[src/rtl/kianv_mem_bridge.sv]
// Routes single outstanding core requests to a RAM or MMIO target by physical address,
// with a bounded wait per access that turns a silent target into an access fault.
module kianv_mem_bridge #(
   parameter logic [33:0] RAM_BASE       = 34'h0_8000_0000,
   parameter logic [33:0] RAM_SIZE       = 34'h0_0200_0000,
   parameter logic [33:0] IO_BASE        = 34'h0_1000_0000,
   parameter logic [33:0] IO_SIZE        = 34'h0_0100_0000,
   parameter int          TIMEOUT_CYCLES = 1024
) (
   input  logic        clk,
   input  logic        reset,
   input  logic        cpu_mem_valid,
   output logic        cpu_mem_ready,
   input  logic [3:0]  cpu_mem_wstrb,
   input  logic [33:0] cpu_mem_addr,
   input  logic [31:0] cpu_mem_wdata,
   output logic [31:0] cpu_mem_rdata,
   output logic        cpu_access_fault,
   output logic        ram_valid,
   input  logic        ram_ready,
   output logic [31:0] ram_addr,
   output logic [3:0]  ram_wstrb,
   output logic [31:0] ram_wdata,
   input  logic [31:0] ram_rdata,
   output logic        io_valid,
   input  logic        io_ready,
   output logic [31:0] io_addr,
   output logic [3:0]  io_wstrb,
   output logic [31:0] io_wdata,
   input  logic [31:0] io_rdata
);

   typedef enum logic [1:0] {IDLE, RAM, IO, RESP} state_t;

   localparam logic [34:0] RAM_END   = {1'b0, RAM_BASE} + {1'b0, RAM_SIZE};
   localparam logic [34:0] IO_END    = {1'b0, IO_BASE} + {1'b0, IO_SIZE};
   localparam logic [15:0] WAIT_LAST = 16'(TIMEOUT_CYCLES - 1);

   state_t      state, state_nxt;
   logic        pend;
   logic [33:0] req_addr;
   logic [3:0]  req_wstrb;
   logic [31:0] req_wdata;
   logic [15:0] wait_cnt;
   logic        fault_q;
   logic [31:0] rdata_q;
   logic        hit_ram, hit_io;
   logic [33:0] ram_off, io_off;
   logic        resp_load, resp_fault;
   logic [31:0] resp_data;

   // Decode runs on the latched request, one cycle after acceptance.
   always_comb begin
      hit_ram = (req_addr[33:32] == 2'b00) && (req_addr >= RAM_BASE) && ({1'b0, req_addr} < RAM_END);
      hit_io  = (req_addr[33:32] == 2'b00) && (req_addr >= IO_BASE) && ({1'b0, req_addr} < IO_END);
      ram_off = req_addr - RAM_BASE;
      io_off  = req_addr - IO_BASE;
   end

   always_comb begin
      state_nxt  = state;
      resp_load  = 1'b0;
      resp_fault = 1'b0;
      resp_data  = 32'h0;
      case (state)
         IDLE: begin
            if (pend) begin
               if (hit_ram) begin
                  state_nxt = RAM;
               end else if (hit_io) begin
                  state_nxt = IO;
               end else begin
                  state_nxt  = RESP;
                  resp_load  = 1'b1;
                  resp_fault = 1'b1;
               end
            end
         end
         RAM: begin
            if (ram_ready) begin
               state_nxt = RESP;
               resp_load = 1'b1;
               resp_data = (req_wstrb == 4'h0) ? ram_rdata : 32'h0;
            end else if (wait_cnt == WAIT_LAST) begin
               state_nxt  = RESP;
               resp_load  = 1'b1;
               resp_fault = 1'b1;
            end
         end
         IO: begin
            if (io_ready) begin
               state_nxt = RESP;
               resp_load = 1'b1;
               resp_data = (req_wstrb == 4'h0) ? io_rdata : 32'h0;
            end else if (wait_cnt == WAIT_LAST) begin
               state_nxt  = RESP;
               resp_load  = 1'b1;
               resp_fault = 1'b1;
            end
         end
         RESP: state_nxt = IDLE;
         default: state_nxt = IDLE;
      endcase
   end

   always_ff @(posedge clk) begin
      if (reset) begin
         state     <= IDLE;
         pend      <= 1'b0;
         req_addr  <= '0;
         req_wstrb <= '0;
         req_wdata <= '0;
         wait_cnt  <= '0;
         fault_q   <= 1'b0;
         rdata_q   <= '0;
         ram_addr  <= '0;
         ram_wstrb <= '0;
         ram_wdata <= '0;
         io_addr   <= '0;
         io_wstrb  <= '0;
         io_wdata  <= '0;
      end else begin
         state <= state_nxt;
         if (state == IDLE && !pend && cpu_mem_valid) begin
            req_addr  <= cpu_mem_addr;
            req_wstrb <= cpu_mem_wstrb;
            req_wdata <= cpu_mem_wdata;
            pend      <= 1'b1;
         end
         if (state == IDLE && pend) begin
            pend <= 1'b0;
            if (hit_ram) begin
               ram_addr  <= ram_off[31:0];
               ram_wstrb <= req_wstrb;
               ram_wdata <= req_wdata;
            end else if (hit_io) begin
               io_addr  <= io_off[31:0];
               io_wstrb <= req_wstrb;
               io_wdata <= req_wdata;
            end
         end
         // Only RAM/IO count; any other state leaves it cleared for the next entry.
         if (state == RAM || state == IO) begin
            wait_cnt <= wait_cnt + 16'd1;
         end else begin
            wait_cnt <= '0;
         end
         if (resp_load) begin
            rdata_q <= resp_data;
            fault_q <= resp_fault;
         end
      end
   end

   assign ram_valid        = (state == RAM);
   assign io_valid         = (state == IO);
   assign cpu_mem_ready    = (state == RESP);
   assign cpu_access_fault = (state == RESP) && fault_q;
   assign cpu_mem_rdata    = rdata_q;

endmodule

[config.mk]
export PLATFORM = sky130hd
export DESIGN_NAME = kianv_mem_bridge
export DESIGN_NICKNAME = d
export VERILOG_FILES = /design/src/rtl/kianv_mem_bridge.sv
export SDC_FILE = /design/constraint.sdc
export NUM_CORES = 1
export LEC_CHECK = 0
export ABC_AREA = 0
export BUFFER_PORTS_ARGS = -buffer_cell sky130_fd_sc_hd__clkbuf_2
export CORE_ASPECT_RATIO = 1.5
export CORE_MARGIN = 2
export CORE_UTILIZATION = 48
export CTS_BUF_LIST = sky130_fd_sc_hd__clkbuf_2 sky130_fd_sc_hd__clkbuf_4 sky130_fd_sc_hd__clkbuf_8
export DETAILED_ROUTE_END_ITERATION = 8
export GPL_TIMING_DRIVEN = 0
export PLACE_DENSITY = 0.81
export REMOVE_ABC_BUFFERS = 1
export SLEW_MARGIN = 20
export SYNTH_ARGS = -nofsm -noshare
export SYNTH_HDL_FRONTEND = slang
export SYNTH_SLANG_ARGS = --single-unit
[constraint.sdc]
create_clock -name clk -period 2.34 [get_ports clk]
set_input_delay 0.351 -clock clk [delete_from_list [all_inputs] [get_ports clk]]
set_output_delay 0.351 -clock clk [all_outputs]
set_load 0.005 [all_outputs]
# Word level (Yosys, flattened, before mapping)
# Cells that the tools add are included.
[word_totals]
reg_bits = 258
word_cells = 67
output_inout_bits = 172
[classes]
magnitude_cmp = 4
bitwise = 2
n_eq_ne = 5
addsub = 3
muxes = 22
n_reduce_logical = 17
[op_table]
columns = ["cell", "n"]
rows = [
  ["$mux 32", 4],
  ["$pmux 32 s2", 1],
  ["$ge 34x29->1 const B", 1],
  ["$ge 34x32->1 const B", 1],
  ["$lt 34x29->1 const B", 1],
  ["$lt 34x32->1 const B", 1],
  ["$sub 32x29->32 const B", 1],
  ["$sub 32x32->32 const B", 1],
  ["$add 16x1->16 const B", 1],
  ["$eq 16x10->1 const B", 1],
  ["$mux 2", 5],
  ["$mux 1", 9],
  ["$logic_and 1x1->1", 8],
  ["$pmux 2 s4", 1],
  ["$pmux 1 s3", 2],
  ["$eq 2x2->1 const B", 2],
  ["$logic_not 2->1", 2],
  ["$logic_not 4->1", 1],
  ["$reduce_or 2->1", 2],
  ["$reduce_and 3->1", 1],
  ["$eq 2x1->1 const B", 1],
  ["$ne 2x2->1 const B", 1],
  ["$not 1->1", 2],
  ["$reduce_and 2->1", 1],
  ["2 further kinds", 2],
]

# Logic depth before layout (Yosys ltp)
# Gate-level depths: netlist of the first run.
[logic_depth]
depth_word = 7
mapped_depth = 10

# Worst setup path after synthesis of the first run
# Ideal clock, no wire load.
[synth_timing]
path_type = "flip-flop to flip-flop"
start = "register req_addr[28]"
end = "register rdata_q[22], in the netlist cpu_mem_rdata[22]"
t_arrival_ps = 2056
setup_slack_ps = 161
n_path_buf = 2
stages_incl_launch_ff = 10
cell_sequence = "dfxtp_1 > inv_1 > ha_1 > nor2_1 > o211a_1 > buf_2 > a2111oi_4 > a211oi_4 > buf_6 > mux2_1"
[synth_between]
elab_chain_cells = 7
elab_cells_between_ends = 12
classes_between = "order compare: 4; mux: 4; reduce/logical: 4"
[synth_lines]
columns = ["item", "line_no", "text"]
rows = [
  ["start, declared", "41", "logic [33:0] req_addr;"],
  ["start signal, assigned", "125", "req_addr <= cpu_mem_addr;"],
  ["$ge 34x29->1", "55", "hit_io = (req_addr[33:32] == 2'b00) && (req_addr >= IO_BASE) && ({1'b0, req_addr} < IO_END);"],
  ["$logic_and 1x1->1 (2 in a row)", "55", ""],
  ["$mux 1", "70", "end else if (hit_io) begin"],
  ["$mux 1 *", "68", "if (hit_ram) begin"],
  ["$mux 1 *", "67", "if (pend) begin"],
  ["$pmux 1 s3 *", "65", "case (state)"],
  ["end signal, assigned", "149", "rdata_q <= resp_data;"],
  ["end, declared", "46", "logic [31:0] rdata_q;"],
]
# Every way passes the cells marked *; elsewhere a longest branch is shown, timed or not.
# A chain may end at the register's enable or synchronous reset.

# Worst setup path in the final report of the first run
[layout_timing]
start = "register req_addr[29]"
end = "register rdata_q[20], in the netlist cpu_mem_rdata[20]"
# Same word-level chain as after synthesis.

==> results of run 1 <==
-- what timing repair did --
action | in CTS | in global routing
setup buffers | 16 | 4
setup endpoints to repair | 169 | 170
resized for setup | 23 | 39
pin swaps | 9 | 11
cloned | 2 | 5
-- through the flow --
stage	instance area, sq um	hold slack [ns]	worst slack (ns)	utilization (%)	setup TNS, ns
detailed placement	12400	0.446	-1.07	57.7	-56.55
CTS	13500	0.0126	0.000593	62.7	0
global placement	11900	0.428	-4.82	55.1	-739.24
finish	13800	0.0394	0.0218	64.0	0
floorplan	9980	0.417	-1.96	-	-200.06
global route	13800	0.0247	-0.0360	64.0	-0.386
-- worst max path at each step --
stage	to	cells after the start
2_1_floorplan	fault_q	6
3_3_place_gp	fault_q	6
3_5_place_dp	cpu_mem_rdata[4]	10
4_1_cts	io_wdata[11]	11
5_1_grt	io_addr[14]	10
6_report	cpu_mem_rdata[20]	9
-- report_power, final --
part,switching (mW),internal [mW],leakage [nW]
combinational,3.05,1.83,3.00
clock,1.68,2.10,0.421
sequential,0.291,4.70,2.09
-- synthesized netlist by cell type, types with 6 or more instances --
master    number
a21oi_1      208
a22oi_1       32
buf_1          6
buf_2         16
clkbuf_1      91
dfxtp_1      258
ha_1           9
inv_1         11
mux2_1        29
nand2_1      280
nand3_1        7
nand4_1       71
nor2_1        54
nor2b_1       34
o31ai_1       66
xor2_1        11
-- metal layers --
metal / share of wire [%] / routed length, um / vias up
li1: - / - / 4941
met1: 38 / 12900 / 4941
met2: 50 / 16900 / 486
met3: 7.3 / 2470 / 116
met4: 5.0 / 1700 / 2
met5: 0.038 / 13 / -
-- cells in the final DEF (no fill, tap or decap), types with 3 or more instances in the layout --
master / count
ha_1: 6
o31ai_2: 7
xor2_1: 11
buf_6: 8
a211oi_1: 3
a21oi_1: 206
nand3_1: 6
o31ai_1: 57
mux2_1: 23
mux2_4: 8
xnor2_1: 3
o31ai_4: 3
inv_1: 9
clkbuf_2: 309
nor3_1: 4
nand2_1: 277
a31oi_1: 5
nor2_1: 51
nor4_1: 3
nor2b_1: 33
nand4_1: 71
buf_4: 24
a22oi_1: 32
buf_16: 10
clkbuf_4: 6
clkbuf_8: 54
buf_12: 7
dfxtp_1: 254
-- kinds of logic after synthesis --
kind of cell	synth area share (%)
flops	49.4
buf+inv	4.97
simple gates	20.7
compound gates	19.3
xor+xnor	1.17
mux	3.45
fa+ha+maj	1.08
-- registers in the layout, indices dropped and copies added (netlist names) --
name           cells
cpu_mem_rdata     32
fault_q            1
io_addr           32
io_wdata          32
io_wstrb           4
pend               1
ram_addr          32
ram_wdata         32
ram_wstrb          4
req_addr          34
req_wdata         32
req_wstrb          4
state              2
wait_cnt          16
-- worst max-delay path, stage by stage, from the launching register on --
cell and delay [ns]:
dfxtp_4 0.37, inv_6 0.07, ha_4 0.17, nor4b_4 0.20, nand4_1 0.17, or2_4 0.29, a211oi_4 0.27, buf_6 0.17
clkbuf_16 0.16, mux2_1 0.32
-- final cells by class --
| cell class | instances | area (sq um) | area share, % |
|---|---|---|---|
| Clock buffer | 59 | 774 | 5.62 |
| Clock inverter | 4 | 26.3 | 0.191 |
| Inverter | 11 | 46.3 | 0.336 |
| Multi-Input combinational cell | 865 | 5080 | 36.9 |
| Sequential cell | 258 | 5170 | 37.5 |
| Tap cell | 272 | 340 | 2.47 |
| Timing Repair Buffer | 363 | 2340 | 17.0 |
==> impl_metrics.env, run 1 <==
export IMPL_grt_pass1_vias=10182
export IMPL_syn_area_per_cell_sq_um=8.39
export IMPL_ctsHoldBuffers=0
export IMPL_power_total_mw=13.6
export IMPL_rrSetupSlack_ns=0.02
export IMPL_wl_per_cell_um=18.5
export IMPL_grt_use_total_pct=27.1
export IMPL_hpwl_um=21200
export IMPL_first_pass_iters=5
export IMPL_synth_flop_cell="dfxtp_1"
export IMPL_hp_start="cpu_mem_addr[28]"
export IMPL_grt_overflow=0
export IMPL_use_met2_pct=47.2
export IMPL_clock_skew_ns=0.0201
export IMPL_r2r_start="req_addr[29]"
export IMPL_max_slew_margin_pct=45.1
export IMPL_status="finished, final reports clean"
export IMPL_crit_required_ns=2.74
export IMPL_critical_path_max_fanout=8
export IMPL_synthCells=1246
export IMPL_grt_pass1_wl_um=51500
export IMPL_min_path_cells=3
export IMPL_ys_types=48
export IMPL_placed_cells=1742
export IMPL_fin_crit_ns=2.32
export IMPL_met3_usage_pct=5.95
export IMPL_synth_edf_count=0
export IMPL_maxCapViolCount=0
export IMPL_io_pins=311
export IMPL_antenna_found_initial=1
export IMPL_nFillCells=1801
export IMPL_grt_max_degree=97
export IMPL_start_kind="flip-flop"
export IMPL_die_y_um=185
export IMPL_route_detailed_drc=0
export IMPL_cts_max_level=2
export IMPL_yosys_warnings=0
export IMPL_layout_area_overhead_vs_synth_pct=31.9
export IMPL_n_antenna_cell=0
export IMPL_synth_area_top_cells="dfxtp_1 49%, nand2_1 10%, a21oi_1 10%"
export IMPL_p_leak_nw=5.51
export IMPL_rsz0062_at_grt="yes"
export IMPL_holdPathEnd="req_addr[28]"
export IMPL_die_w_um=125
export IMPL_r2r_end="cpu_mem_rdata[20]"
export IMPL_clk_latency_ns=0.53
export IMPL_grt_most_used_layer="met2"
export IMPL_first_iter_violations=789
export IMPL_wl_um=34000
export IMPL_cts_tree="done"
export IMPL_cts_sinks=258
export IMPL_arrival_ns=2.72
export IMPL_yosysSeqAreaShare_pct=49.4
export IMPL_coreArea_sq_um=21600
export IMPL_hold_viol=0
export IMPL_cts_buffers=39
export IMPL_initial_utilization_pct=48.5
export IMPL_port_buffers=310
export IMPL_ff2ff_path_depth=9
export IMPL_path_class="flip-flop to flip-flop"
export IMPL_maxSlewViolCount=0
export IMPL_power_density_nw_per_um2=990
export IMPL_clkTransAtPathRegs_ns=0.07
export IMPL_fp_row_count=66
export IMPL_cts_root_buf="clkbuf_8"
export IMPL_max_vdd_ir_drop_mv=0.697
export IMPL_routed_via_count=10486
export IMPL_ys_ff_latch=258
export IMPL_final_cells=1832
export IMPL_fin_nets=1686
export IMPL_crit_start="req_addr[29]"
export IMPL_syn_area_sq_um=10500
export IMPL_setup_viol=0
export IMPL_fmax_mhz=431
export IMPL_antenna_left=0
export IMPL_dieArea_sq_um=23000
export IMPL_gp_congestion=0.910
export IMPL_cts_path_max_buffers=3
export IMPL_worst_pin_slew_ns=0.824
export IMPL_async_reset_ff_share_pct=0
export IMPL_drive_gt1_share_pct=31.2
export IMPL_critPathCaptureType="flip-flop"
export IMPL_routed_via_density=5.72
export IMPL_synth_top_cell_by_area="dfxtp_1"
export IMPL_hold_class="input port to flip-flop"
export IMPL_synth_top_area_share_pct=49.4
export IMPL_grt_util_met1_pct=31.1
export IMPL_timing_final_crit_share_pct=99.1
Note: power is estimated with default switching activity, not from simulation.
==> run 2, diff against run 1 <==
- CORE_MARGIN: 2 -> not set
==> impl_metrics.env, run 2 (same netlist as run 1, synthesis figures left out) <==
export IMPL_r2r_start="req_addr[29]"
export IMPL_clk_latency_ns=0.53
export IMPL_first_iter_violations=693
export IMPL_first_pass_iters=5
export IMPL_critPathSlowestCell="dfxtp_4"
export IMPL_cts_sinks=258
export IMPL_antenna_found_initial=0
export IMPL_routed_via_count=10550
export IMPL_route_detailed_drc=0
export IMPL_critical_path_max_fanout=5
export IMPL_arrival_ns=2.70
export IMPL_switching_share_pct=36.4
export IMPL_r2r_end="cpu_mem_rdata[18]"
export IMPL_maxCapViolCount=0
export IMPL_pre_cts_ws_ns=-0.876
export IMPL_hold_class="input port to flip-flop"
export IMPL_wl_um=33900
export IMPL_critPathCaptureType="flip-flop"
export IMPL_grt_use_total_pct=29.0
export IMPL_min_path_cells=3
export IMPL_fin_crit_ns=2.29
export IMPL_setup_viol=0
export IMPL_mostFrequentLayoutCell="clkbuf_2"
export IMPL_max_vdd_ir_drop_mv=0.659
export IMPL_crit_required_ns=2.74
export IMPL_grt_overflow=0
export IMPL_fin_util_pct=65.0
export IMPL_ctsHoldBuffers=0
export IMPL_hold_viol=0
export IMPL_dieArea_sq_um=22400
export IMPL_hpwl_um=21100
export IMPL_seqPwrFrac_pct=36.4
export IMPL_worstPathCellList="inv_4, ha_4, nor4b_4, nand4_1, or2_1, a211oi_4, buf_6, buf_4, mux2_1"
export IMPL_fp_row_count=65
export IMPL_maxSlewViolCount=0
export IMPL_clkTransAtPathRegs_ns=0.06
export IMPL_holdPathEnd="req_addr[29]"
export IMPL_max_slew_margin_pct=56.3
export IMPL_fin_ws_ns=0.0453
export IMPL_wl_per_cell_um=18.5
export IMPL_timing_final_crit_share_pct=98.1
export IMPL_rsz0062_at_grt="yes"
export IMPL_hp_start="cpu_mem_addr[29]"
export IMPL_largest_reg_flops=34
export IMPL_layout_common_cells="309 x clkbuf_2, 277 x nand2_1, 255 x dfxtp_1"
export IMPL_rrSetupSlack_ns=0.05
export IMPL_fin_nets=1684
export IMPL_routed_via_density=5.76
export IMPL_die_w_um=123
export IMPL_port_buffers=310
export IMPL_p_clk_share_pct=29.9
export IMPL_ff2ff_path_depth=9
export IMPL_cts_path_max_buffers=3
export IMPL_die_y_um=183
export IMPL_coreArea_sq_um=21200
export IMPL_grt_pass1_wl_um=51600
export IMPL_finalSetupTns_ns=0
export IMPL_layout_area_overhead_vs_synth_pct=32.0
export IMPL_n_antenna_cell=0
export IMPL_switchingPower_mw=5.00
export IMPL_power_total_mw=13.7
export IMPL_grt_max_degree=118
export IMPL_intPower_mw=8.74
export IMPL_combPwrFrac_pct=33.6
export IMPL_status="finished, final reports clean"
export IMPL_grt_pass1_vias=10168
export IMPL_worst_pin_slew_ns=0.651
export IMPL_p_leak_nw=5.51
export IMPL_slowest_delay_ns=0.37
export IMPL_path_class="flip-flop to flip-flop"
export IMPL_cts_max_level=2
export IMPL_regMostFlops="req_addr"
export IMPL_power_density_nw_per_um2=996
export IMPL_antenna_left=0
export IMPL_start_kind="flip-flop"
export IMPL_cts_tree="done"
export IMPL_cts_buffers=40
export IMPL_gp_congestion=0.858
export IMPL_initial_utilization_pct=49.3
export IMPL_io_pins=311
export IMPL_fmax_mhz=436
export IMPL_clock_skew_ns=0.0153
export IMPL_cts_root_buf="clkbuf_8"
export IMPL_drive_gt1_share_pct=32.1
run 2: cell types whose count changed in the layout (fill, tap and decap cells not counted), moves of 4 or more:
| cell | change |
|---|---|
| mux2_1 | -8 |
| o31ai_2 | +6 |
| mux2_4 | +8 |
| clkbuf_4 | +5 |
| o31ai_1 | -4 |
run 2: metal layers:
layer	vias up	wire length, um	global-route usage (%)
met1	4988	12700	33.1
li1	4928	-	-
met5	-	0	0
met3	124	2520	6.00
met2	510	17000	49.8
met4	0	1770	16.0
run 2: worst max path at each step:
| stage | start | to | cells after the start |
|---|---|---|---|
| 2_1_floorplan | req_addr[28] | fault_q | 6 |
| 3_3_place_gp | req_addr[28] | fault_q | 6 |
| 3_5_place_dp | state[0] | cpu_mem_rdata[21] | 9 |
| 4_1_cts | req_addr[2] | cpu_mem_rdata[20] | 7 |
| 5_1_grt | req_addr[29] | cpu_mem_rdata[18] | 9 |
| 6_report | req_addr[29] | cpu_mem_rdata[18] | 9 |
run 2: through the flow:
stage	instances	hold slack (ns)	instance area, sq um
after global routing	1831	0.00944	13800
after floorplan	1130	0.417	9980
after CTS	1820	0.00850	13500
final	1831	0.0344	13800
after detailed placement	1737	0.438	12400
after global placement	1708	0.428	11900
run 2: what timing repair did:
item,CTS,global route
cloned,3,2
hold endpoints to repair,0,0
pin swaps,9,3
gates resized for setup,29,35
setup endpoints to repair,167,186
setup buffers,11,10
run 2: final cells by class:
type / instances / area [sq um]
inverters: 11 / 43.8
clock buffers: 63 / 798
multi-input cells: 864 / 5110
well taps: 268 / 335
fillers: 1757 / 7420
flip-flops and latches: 258 / 5170
clock inverters: 6 / 85.1
repair buffers: 361 / 2260
run 2: critical path, delay by kind of cell, from the launching register on:
family	cells	cell delay, ns
and+or+nand+nor	3	0.61
buffers and inverters	3	0.41
DFF	1	0.37
muxes	1	0.33
AOI/OAI and AO/OA	1	0.29
adders and majority gates	1	0.14
run 2: power by group through the flow:
stage	clock network, mW	logic (mW)	registers [mW]
after detailed placement	0	3.80	5.06
after global placement	0	2.94	5.06
after global routing	4.40	4.92	5.05
final	4.12	4.63	5.00
after CTS	4.19	4.23	4.99
after floorplan	0	1.96	4.99
==> run 3, diff against run 2 <==
- CTS_BUF_LIST: sky130_fd_sc_hd__clkbuf_2 sky130_fd_sc_hd__clkbuf_4 sky130_fd_sc_hd__clkbuf_8 -> sky130_fd_sc_hd__clkbuf_8
==> impl_metrics.env, run 3 (same netlist as run 1, synthesis figures left out) <==
export IMPL_status="finished, final reports clean"
export IMPL_p_clk_share_pct=29.1
export IMPL_hpwl_um=21100
export IMPL_maxCapViolCount=0
export IMPL_io_pins=311
export IMPL_hold_viol=0
export IMPL_start_kind="flip-flop"
export IMPL_nFillCells=1767
export IMPL_cts_root_buf="clkbuf_8"
export IMPL_crit_required_ns=2.75
export IMPL_die_y_um=183
export IMPL_worstPathCellList="inv_4, ha_4, nor4b_4, nand4_1, or2_1, a211oi_4, buf_6, buf_4, mux2_2"
export IMPL_cts_path_max_buffers=3
export IMPL_maxSlewViolCount=0
export IMPL_grt_use_total_pct=28.9
export IMPL_port_buffers=310
export IMPL_arrival_ns=2.70
export IMPL_first_iter_violations=752
export IMPL_fin_ws_ns=0.0459
export IMPL_grt_pass1_wl_um=51500
export IMPL_fin_area_sq_um=13800
export IMPL_critPathCaptureType="flip-flop"
export IMPL_dpl_cell_area_sq_um=12400
export IMPL_cts_max_level=2
export IMPL_max_slew_margin_pct=56.7
export IMPL_r2r_start="req_addr[29]"
export IMPL_crit_family="simple AND/OR/NAND/NOR gates"
export IMPL_cts_sinks=258
export IMPL_fin_crit_ns=2.29
export IMPL_fmax_mhz=436
export IMPL_area_sequential_sq_um=5170
export IMPL_path_class="flip-flop to flip-flop"
export IMPL_largest_reg_flops=34
export IMPL_combPwrFrac_pct=34.1
export IMPL_dieArea_sq_um=22400
export IMPL_r2r_end="cpu_mem_rdata[0]"
export IMPL_drive_gt1_share_pct=31.3
export IMPL_initial_utilization_pct=49.3
export IMPL_max_vdd_ir_drop_mv=0.669
export IMPL_clkTransAtPathRegs_ns=0.06
export IMPL_first_pass_iters=5
export IMPL_cts_tree="done"
export IMPL_die_w_um=123
export IMPL_fp_row_count=65
export IMPL_layout_area_overhead_vs_synth_pct=31.6
export IMPL_switchingPower_mw=5.02
export IMPL_cts_buffers=40
export IMPL_routed_via_count=10587
export IMPL_grt_overflow=0
export IMPL_clock_skew_ns=0.0112
export IMPL_critPathSlowestCell="dfxtp_4"
export IMPL_rsz0062_at_grt="yes"
export IMPL_wl_per_cell_um=18.5
export IMPL_coreArea_sq_um=21200
export IMPL_rrSetupSlack_ns=0.05
export IMPL_pre_cts_ws_ns=-0.876
export IMPL_antenna_left=0
export IMPL_cp_endpoint="cpu_mem_rdata[0]"
export IMPL_hold_class="input port to flip-flop"
export IMPL_routed_via_density=5.79
export IMPL_hp_start="cpu_mem_addr[29]"
export IMPL_fin_nets=1683
export IMPL_worst_pin_slew_ns=0.645
export IMPL_slowest_delay_ns=0.37
export IMPL_cp_num_buf_inv=3
export IMPL_regMostFlops="req_addr"
export IMPL_grt_max_degree=118
export IMPL_route_detailed_drc=0
export IMPL_timing_final_crit_share_pct=98.0
export IMPL_power_density_nw_per_um2=986
export IMPL_p_leak_nw=5.51
export IMPL_switching_share_pct=37.0
export IMPL_grt_pass1_vias=10177
export IMPL_intPower_mw=8.55
export IMPL_ff2ff_path_depth=9
export IMPL_wl_um=33900
export IMPL_gp_congestion=0.858
export IMPL_cp_num_cells=9
export IMPL_crit_start="req_addr[29]"
export IMPL_critical_path_max_fanout=5
export IMPL_setup_viol=0
export IMPL_antenna_found_initial=0
export IMPL_clk_latency_ns=0.52
export IMPL_layout_common_cells="309 x clkbuf_2, 277 x nand2_1, 255 x dfxtp_1"
export IMPL_multiInputGateArea_sq_um=5110
export IMPL_seqPwrFrac_pct=36.9
export IMPL_mostFrequentLayoutCell="clkbuf_2"
export IMPL_n_antenna_cell=0
## run 3: cell count changes in the layout (fill, tap and decap cells not counted)
cell	previous run	this run
buf_4	26	25
inv_1	10	21
clkbuf_4	11	0
## run 3: metal layers
layer / global-route usage (%) / wire [um]
met5: 0 / 0
met1: 33.0 / 12800
met2: 49.8 / 16900
met4: 16.0 / 1810
met3: 5.66 / 2430
## run 3: layout make-up
| type | count | share of cell area, % |
|---|---|---|
| clock buffers | 52 | 5.20 |
| clock inverters | 17 | 0.919 |
| inverters | 11 | 0.318 |
| multi-input cells | 864 | 37.1 |
| flip-flops and latches | 258 | 37.6 |
| well taps | 268 | 2.44 |
| repair buffers | 360 | 16.4 |
## run 3: worst min-delay path by stage
stage              endpoint  slack [ns]  cells after the start
2_1_floorplan       fault_q        0.42                      1
3_3_place_gp    wait_cnt[0]        0.43                      1
3_5_place_dp    wait_cnt[0]        0.44                      1
4_1_cts        req_addr[29]       0.009                      3
5_1_grt        req_addr[29]        0.01                      3
6_report       req_addr[29]        0.04                      3
## run 3: power by group through the flow
| stage | logic [mW] | clock network, mW | registers (mW) |
|---|---|---|---|
| finish | 4.62 | 3.94 | 5.00 |
| global route | 4.89 | 4.22 | 5.05 |
| CTS | 4.23 | 4.02 | 4.99 |
| global placement | 2.94 | 0 | 5.06 |
| floorplan | 1.96 | 0 | 4.99 |
| detailed placement | 3.80 | 0 | 5.06 |
## run 3: repair_timing
action                     CTS  global route
hold endpoints to repair     0             0
resized for setup           29            35
hold buffers                 0             0
buffers inserted            11             9
setup endpoints to repair  167           186
pin swaps                    9             5
cloned                       3             2
## run 3: worst min-delay path: cells and delay by family
family	cells	cell delay, ns
and+or+nand+nor	1	0.05
buffers and inverters	1	0.08
AOI/OAI and AO/OA	1	0.05
## run 3: per-stage QoR
stage	hold WS [ns]	total power, mW	cells	utilization [%]	TNS [ns]
global placement	0.428	8.00	1708	55.9	-726.64
CTS	0.00850	13.2	1820	63.5	0
global route	0.00960	14.2	1830	64.8	-2.15
detailed placement	0.438	8.86	1737	58.4	-47.19
finish	0.0400	13.6	1830	64.8	0
floorplan	0.417	6.95	1130	-	-200.06
